**src/rtl/blt_pkg.sv**
```systemverilog
// Shared types and constants for the blitter address-step sequencer.
// State encoding, address-delta constants and mode-register bit positions.
package blt_pkg;

  typedef enum logic [1:0] {
    ST_IDLE  = 2'd0,
    ST_INNER = 2'd1,
    ST_OUTER = 2'd2,
    ST_DONE  = 2'd3
  } blt_state_t;

  localparam logic [8:0] DELTA_P1 = 9'h001;
  localparam logic [8:0] DELTA_M1 = 9'h1FF;
  localparam logic [8:0] DELTA_0  = 9'h000;

  localparam int MODE_STEPM1_BIT = 0;
  localparam int MODE_YFRAC_BIT  = 4;

endpackage

```
**src/rtl/blt_step_regs.sv**
```systemverilog
// Step, mode and loop-count registers loaded from the internal data bus.
// Writes take effect on the strobe edge and are dropped while a sequence is busy.
module blt_step_regs
  import blt_pkg::*;
#(
  parameter int CW = 8,
  parameter int FW = 8
) (
  input  logic          clk,
  input  logic          rst_n,
  input  logic [7:0]    id,
  input  logic          ldstpl,
  input  logic          ldmodl,
  input  logic          ldinnl,
  input  logic          ldoutl,
  input  logic          busy,
  output logic [FW-1:0] step,
  output logic          stepm1,
  output logic          yfrac,
  output logic [CW-1:0] inner_cnt,
  output logic [CW-1:0] outer_cnt
);

  always_ff @(posedge clk or negedge rst_n) begin
    if (!rst_n) begin
      step      <= '0;
      stepm1    <= 1'b0;
      yfrac     <= 1'b0;
      inner_cnt <= '0;
      outer_cnt <= '0;
    end else if (!busy) begin
      if (!ldstpl) step <= FW'(id);
      if (!ldmodl) begin
        stepm1 <= id[MODE_STEPM1_BIT];
        yfrac  <= id[MODE_YFRAC_BIT];
      end
      if (!ldinnl) inner_cnt <= CW'(id);
      if (!ldoutl) outer_cnt <= CW'(id);
    end
  end

endmodule

```
**src/rtl/blt_step_seq.sv**
```systemverilog
// Inner/outer address-step sequencer: one signed delta per ADV_REQ/ADV_ACK handshake.
// Request and delta are registered and held until acked; ABORT returns to idle silently.
module blt_step_seq
  import blt_pkg::*;
#(
  parameter int CW = 8,
  parameter int FW = 8
) (
  input  logic          CLK,
  input  logic          RESETL,
  input  logic [7:0]    ID,
  input  logic          LDSTPL,
  input  logic          LDMODL,
  input  logic          LDINNL,
  input  logic          LDOUTL,
  input  logic          START,
  input  logic          ABORT,
  input  logic          ADV_ACK,
  output logic [FW-1:0] STEP,
  output logic          STEPM1,
  output logic          YFRAC,
  output logic          BUSY,
  output logic          ADV_REQ,
  output logic          OUTER,
  output logic [FW:0]   DELTA,
  output logic          DONE
);

  localparam int DW = FW + 1;

  blt_state_t    state;
  logic [CW-1:0] inner_cnt, outer_cnt;
  logic [CW-1:0] icnt, ocnt;
  logic [FW-1:0] frac;
  logic [FW:0]   frac_sum;
  logic [FW:0]   outer_delta;

  blt_step_regs #(.CW(CW), .FW(FW)) u_regs (
    .clk       (CLK),
    .rst_n     (RESETL),
    .id        (ID),
    .ldstpl    (LDSTPL),
    .ldmodl    (LDMODL),
    .ldinnl    (LDINNL),
    .ldoutl    (LDOUTL),
    .busy      (BUSY),
    .step      (STEP),
    .stepm1    (STEPM1),
    .yfrac     (YFRAC),
    .inner_cnt (inner_cnt),
    .outer_cnt (outer_cnt)
  );

  // In Y-fraction mode the outer line only moves when the accumulator carries.
  always_comb begin
    frac_sum = {1'b0, frac} + {1'b0, STEP};
    if (YFRAC)
      outer_delta = frac_sum[FW] ? (STEPM1 ? DW'(DELTA_M1) : DW'(DELTA_P1)) : DW'(DELTA_0);
    else
      outer_delta = STEPM1 ? -{1'b0, STEP} : {1'b0, STEP};
  end

  always_ff @(posedge CLK or negedge RESETL) begin
    if (!RESETL) begin
      state   <= ST_IDLE;
      icnt    <= '0;
      ocnt    <= '0;
      frac    <= '0;
      BUSY    <= 1'b0;
      ADV_REQ <= 1'b0;
      OUTER   <= 1'b0;
      DELTA   <= '0;
      DONE    <= 1'b0;
    end else begin
      DONE <= 1'b0;
      unique case (state)
        ST_IDLE: begin
          if (START) begin
            if (inner_cnt != '0 && outer_cnt != '0) begin
              state   <= ST_INNER;
              icnt    <= inner_cnt;
              ocnt    <= outer_cnt;
              frac    <= '0;
              BUSY    <= 1'b1;
              ADV_REQ <= 1'b1;
              OUTER   <= 1'b0;
              DELTA   <= DW'(DELTA_P1);
            end else begin
              state <= ST_DONE;
              DONE  <= 1'b1;
            end
          end
        end
        ST_INNER: begin
          if (ABORT) begin
            state   <= ST_IDLE;
            BUSY    <= 1'b0;
            ADV_REQ <= 1'b0;
            DELTA   <= '0;
          end else if (ADV_ACK) begin
            icnt <= icnt - 1'b1;
            if (icnt == CW'(1)) begin
              state <= ST_OUTER;
              OUTER <= 1'b1;
              DELTA <= outer_delta;
            end
          end
        end
        ST_OUTER: begin
          if (ABORT) begin
            state   <= ST_IDLE;
            BUSY    <= 1'b0;
            ADV_REQ <= 1'b0;
            OUTER   <= 1'b0;
            DELTA   <= '0;
          end else if (ADV_ACK) begin
            ocnt <= ocnt - 1'b1;
            if (YFRAC) frac <= frac_sum[FW-1:0];
            OUTER <= 1'b0;
            if (ocnt == CW'(1)) begin
              state   <= ST_DONE;
              DONE    <= 1'b1;
              BUSY    <= 1'b0;
              ADV_REQ <= 1'b0;
              DELTA   <= '0;
            end else begin
              state <= ST_INNER;
              icnt  <= inner_cnt;
              DELTA <= DW'(DELTA_P1);
            end
          end
        end
        ST_DONE: state <= ST_IDLE;
      endcase
    end
  end

endmodule

```
**config.mk**
```make
export PLATFORM = sky130hd
export DESIGN_NAME = blt_step_seq
export DESIGN_NICKNAME = d
export VERILOG_FILES = /design/src/rtl/blt_pkg.sv /design/src/rtl/blt_step_regs.sv /design/src/rtl/blt_step_seq.sv
export SDC_FILE = /design/constraint.sdc
export NUM_CORES = 1
export LEC_CHECK = 0
export CAP_MARGIN = 20
export CORE_MARGIN = 2
export CORE_UTILIZATION = 30
export CTS_CLUSTER_DIAMETER = 150
export DETAILED_ROUTE_END_ITERATION = 6
export SYNTH_ARGS = -nofsm -noshare
export SYNTH_HDL_FRONTEND = slang
export SYNTH_SLANG_ARGS = --single-unit
```
**constraint.sdc**
```tcl
create_clock -name CLK -period 5.7 [get_ports CLK]
set_input_delay 0.57 -clock CLK [delete_from_list [all_inputs] [get_ports CLK]]
set_output_delay 0.57 -clock CLK [all_outputs]
set_load 0.1 [all_outputs]
```
# == After elaboration in Yosys (flattened, before gate mapping) ==
# Cells that the tools add are included.
# op_classes
add_sub_neg,4
eq_ne,19
muxes,62
bitwise,5
reduce_logical,17
# ops
operator,n
2-to-1 mux 8 bit,16
2-to-1 mux 9 bit,11
one-hot mux 8 bit (2 select lines),2
one-hot mux 9 bit (3 select lines),1
one-hot mux 8 bit (3 select lines),1
2-to-1 mux 1 bit,19
"!= test 2 bit, second input constant",9
AND reduction 6 bit,3
"equality test 8 x 1 -> 1 bit, second input constant",2
2-to-1 mux 2 bit,8
nonzero test 8 bit,2
"subtractor 8 x 1 -> 8 bit, second input constant",2
"!= test 3 bit, second input constant",4
adder 8 x 8 -> 9 bit,1
negation 8 -> 9 bit,1
one-hot mux 2 bit (4 select lines),1
AND reduction 2 bit,4
AND reduction 8 bit,1
AND reduction 7 bit,1
one-hot mux 1 bit (3 select lines),2
inverter 1 bit,5
AND reduction 5 bit,1
"equality test 2 bit, second input constant",2
AND reduction 4 bit,1
7 further kinds,7
# totals
register_bits,64
in_bits,17
word_cells,120

# == Longest topological paths before layout ==
# logic_depth
word_depth,7
mapped_depth,11
depth_no_buf,9

# == Modules after synthesis ==
# From an unflattened synthesis, not the netlist that was laid out.
# unflattened
hier_cells,383
hier_area_um2,3836.2
# by_module_without_submodules
module,n_inst,cells_each,area_per_inst_um2,seq_area_each_um2
blt_step_seq,1,327,2870.3,950.9
blt_step_regs,1,56,965.9,650.6

# == Worst setup path after synthesis ==
# No wires, ideal clock.
# synth_timing
path_type,reg-to-reg
startpoint,register u_regs.step[1]
endpoint,register DELTA[1]
arrival_ns,2.921
required_time_ns,5.631
slack_ns,2.710
path_stages_with_launch,9
path_buffers,0
cell_sequence,dfrtp_1 > inv_1 > fa_1 > and2b_1 > nor3_1 > o21ai_1 > a41oi_1 > a2111oi_4 > a22o_1
# synth_via
elab_chain_len,7
elab_cells_between_ends,9
cone_classes,add/sub: 2; mux: 7
# synth_lines
item,line,rtl
from (decl),blt_step_regs.sv:17,"output logic [FW-1:0] step,"
from (signal assigned),blt_step_regs.sv:32,if (!ldstpl) step <= FW'(id);
negation 8 -> 9 bit or adder 8 x 8 -> 9 bit (tied branches),"blt_step_seq.sv:60, blt_step_seq.sv:56",
"2-to-1 mux 9 bit, on equally long branches","blt_step_seq.sv:60, blt_step_seq.sv:58",
2-to-1 mux 9 bit *,blt_step_seq.sv:57,if (YFRAC)
2-to-1 mux 9 bit *,blt_step_seq.sv:102,if (icnt == CW'(1)) begin
2-to-1 mux 9 bit *,blt_step_seq.sv:100,end else if (ADV_ACK) begin
2-to-1 mux 9 bit *,blt_step_seq.sv:95,if (ABORT) begin
one-hot mux 9 bit (3 select lines) *,blt_step_seq.sv:76,unique case (state)
to (signal assigned),blt_step_seq.sv:87,DELTA <= DW'(DELTA_P1);
to (signal assigned),blt_step_seq.sv:105,DELTA <= outer_delta;
to (signal assigned),blt_step_seq.sv:129,DELTA <= DW'(DELTA_P1);
to (decl),blt_step_seq.sv:25,"output logic [FW:0] DELTA,"
# Mark *: on every way between the ends. The rest lies on a longest branch, timed or not. The select of a mux whose other input is x is not followed.
# A chain may end at the register's enable or synchronous reset.

# == Final worst setup path ==
# layout_timing
startpoint,register state[1]
endpoint,register DELTA[8]
# layout_via
elab_chain_len,3
elab_cells_between_ends,11
cone_classes,eq/ne: 7; mux: 1; reduce/logical: 3
# layout_lines
item,line,rtl
from (decl),blt_step_seq.sv:31,blt_state_t state;
from (signal assigned),blt_step_seq.sv:65,state <= ST_IDLE;
from (signal assigned),blt_step_seq.sv:80,state <= ST_INNER;
from (signal assigned),blt_step_seq.sv:89,state <= ST_DONE;
equality test 2 x 1 -> 1 bit (tied with other cells),blt_step_seq.sv:76,
!= test 3 bit (no line) (tied with other cells),n/a,
AND reduction 6 bit (no line),n/a,
# Several ways; a longest one is shown, not always the timed one.

==> flow_summary.ini <==
[outcome]
status = finished, final reports clean

[global_route]
grt_pass1_vias = 2811
met2_usage_pct = 22.6
antenna_found_initial = 0
use_met1_pct = 20.0
gr-total-overflow = 0
grt_usage_pct = 14.6
grt_pass1_wl_um = 14700
grt_busiest_layer = met2
grtUsageMet3_pct = 3.12
grt_max_degree = 65

[cells_and_area]
final_cell_area_um2 = 4460
final_core_util_pct = 37.3
area_growth_pct = 22.0
drive_above_1_share_pct = 11.6
fin_nets = 438
diodes = 0

[placement]
dp_hpwl_um = 6810
place_ws_ps = 2800
placed_area_um2 = 4170
io_buffers = 39
gp_congestion = 0.852

[worst_setup_path]
critPathMaxStageDelay_ps = 780
cp-endpoint = DELTA[8]
worstRegToRegCells = 7
cp.required_ps = 5960
worst-setup-path-type = register to register
cp.depth = 7
path_buf_inv = 2
crit_fanout = 27
start_kind = register
regToRegSetupSlack_ps = 2720
worstPathArrival_ps = 3240
rr_endpoint = DELTA[8]
crit_path_frequent_cell = inv_1
crit_path_top_delay_cell = ha_1
crit_start = state[1]
cp_top_family = compound AO/OA/AOI/OAI gates
path_cells = inv_1 -> ha_1 -> nand2b_1 -> inv_1 -> a41oi_1 -> a2111oi_4 -> a22o_1
reg2reg_from = state[1]
end_kind = register

[yosys]
netlist_instances = 364
yosysUniqueCellTypes = 57
ys_seq_area_share_pct = 43.8
async_flop_share_pct = 100
synth.top_cell.area_share_pct = 43.8
yosysWarnings = 0
syn-num-nets = 400
synth_edf_count = 0
synthMostInstantiatedCell = dfrtp_1
synth_flop_cell = dfrtp_1
syn_avg_cell_area_um2 = 10.0
syn_area_um2 = 3650
yosys-top-cells-count = dfrtp_1 (64), nand2_1 (36), nor2_1 (28)
yosys.area.top_type = dfrtp_1
synthTopCellsByArea = dfrtp_1 (44%), ha_1 (6.2%), mux2_2 (6.2%), nand2_1 (3.7%), nor2_1 (2.9%)
yosys_register_bits = 64

[die]
core_area_um2 = 12000
start_util_pct = 30.6
die_w_um = 114
ios = 40
die_h_um = 114
rows = 40
dieArea_um2 = 13100

[clock_network]
cts_setup_buffers = 0
cts_tree = yes
cts_resized = 0
clk_latency_ps = 320
cts_sinks = 64
htreeDepth = 3
root_buffer = clkbuf_16
clockBufferDepth = 2
cts.clk_slew.worst_paths_ps = 60
holdBufCountCts = 0
cts_buffers = 9

[timing]
rsz0062_at_grt = no
timing.hold.ws_ps = 428
finalSetupTns_ps = 0
slew_viol_final = 0
clock_skew_ps = 5.51
min_period_ps = 2980
worst_pin_slew_ps = 979
finalWorstSetupSlack_ps = 2720
hold_violations = 0
max_freq_mhz = 335
setup_violations = 0
max_slew_margin_pct = 34.6
fin_crit_sh_pct = 52.3

[pwr]
leakagePower_nw = 1.85
max-vdd-ir-drop_v = 0.000299
p_per_area_nw_per_um2 = 674

[flow_run]
drv_cap = 0

[route]
finalWirelength_um = 9110
antenna_left = 0
vias = 2843
first_pass_iters = 4
via_per_inst = 5.14
drt-wirelength-per-cell_um = 16.5
drcViolationCount = 0
first_iter_violations = 130

[min_path]
hp-class = input pin to async pin
==> cell families after synthesis <==
family	share of synthesized area, %
AO/OA/AOI/OAI	19.0
adder cells (fa/ha/maj)	6.71
buffers and inverters	3.87
AND/OR/NAND/NOR	15.9
flip-flops	43.8
multiplexers	8.01
XOR/XNOR	2.64
==> how the worst min path moves through the flow <==
stage | startpoint | depth (start not counted) | to
2_1_floorplan | RESETL | 0 | ADV_REQ
3_3_place_gp | frac[2] | 2 | frac[2]
3_5_place_dp | frac[2] | 2 | frac[2]
4_1_cts | RESETL | 2 | DONE
5_1_grt | RESETL | 2 | DONE
6_report | RESETL | 2 | DONE
==> sequential cells by signal, indices dropped and copies added (netlist names) <==
| register | cells |
|---|---|
| DONE | 1 |
| frac | 8 |
| u_regs.yfrac | 1 |
| icnt | 8 |
| ADV_REQ | 1 |
| DELTA | 9 |
| u_regs.inner_cnt | 8 |
| u_regs.step | 8 |
| state | 2 |
| ocnt | 8 |
| u_regs.stepm1 | 1 |
| u_regs.outer_cnt | 8 |
| OUTER | 1 |
==> area by class of cell <==
cell class	instances	area, um2
clock inverter	2	12.5
timing repair buffer	40	393
tap	147	184
inverter	20	75.1
fill	1166	7500
sequential	64	1600
multi-input combinational	267	1910
clock buffer	13	280
==> layer usage <==
layer  routed length (um)  part of all wire [%]
met2                 4090                    45
met4                  227                   2.5
met3                  387                   4.2
met5                    0                     0
met1                 4400                    48
==> worst register-to-register path, stage by stage, from the launching register on <==
cell and delay [ps]:
dfrtp_1 410, inv_1 120, ha_1 780, nand2b_1 270
inv_1 190, a41oi_1 280, a2111oi_4 650, a22o_1 220
==> placed cells by master, fill, tap and decap left out, types with 7 or more instances in the layout <==
cell / netlist / layout
nand3_1: 7 / 7
o22a_1: 7 / 7
a22o_1: 10 / 10
clkbuf_16: 0 / 9
nand2_1: 36 / 36
xor2_1: 7 / 7
clkdlybuf4s50_1: 0 / 38
nor2_1: 28 / 28
nor4_1: 7 / 7
o21ai_0: 12 / 12
ha_1: 18 / 18
nor3_1: 12 / 12
inv_1: 19 / 19
a21oi_1: 15 / 15
o21ai_1: 12 / 12
nand2b_1: 7 / 7
dfrtp_1: 64 / 64
mux2_2: 20 / 20
==> power breakdown <==
part	total, W	internal, W	leakage, nW	switching (W)
Sequential	0.000898	0.000652	0.786	0.000245
Combinational	0.00158	0.000562	0.918	0.00102
Clock	0.000531	0.000338	0.144	0.000192
==> through the flow <==
stage          std cells  total power [W]
6_report             553          0.00301
3_5_place_dp         538          0.00248
3_3_place_gp         538          0.00245
4_1_cts              553          0.00302
5_1_grt              553          0.00322
2_1_floorplan        364          0.00211
Note: power is estimated with default switching activity, not from simulation.
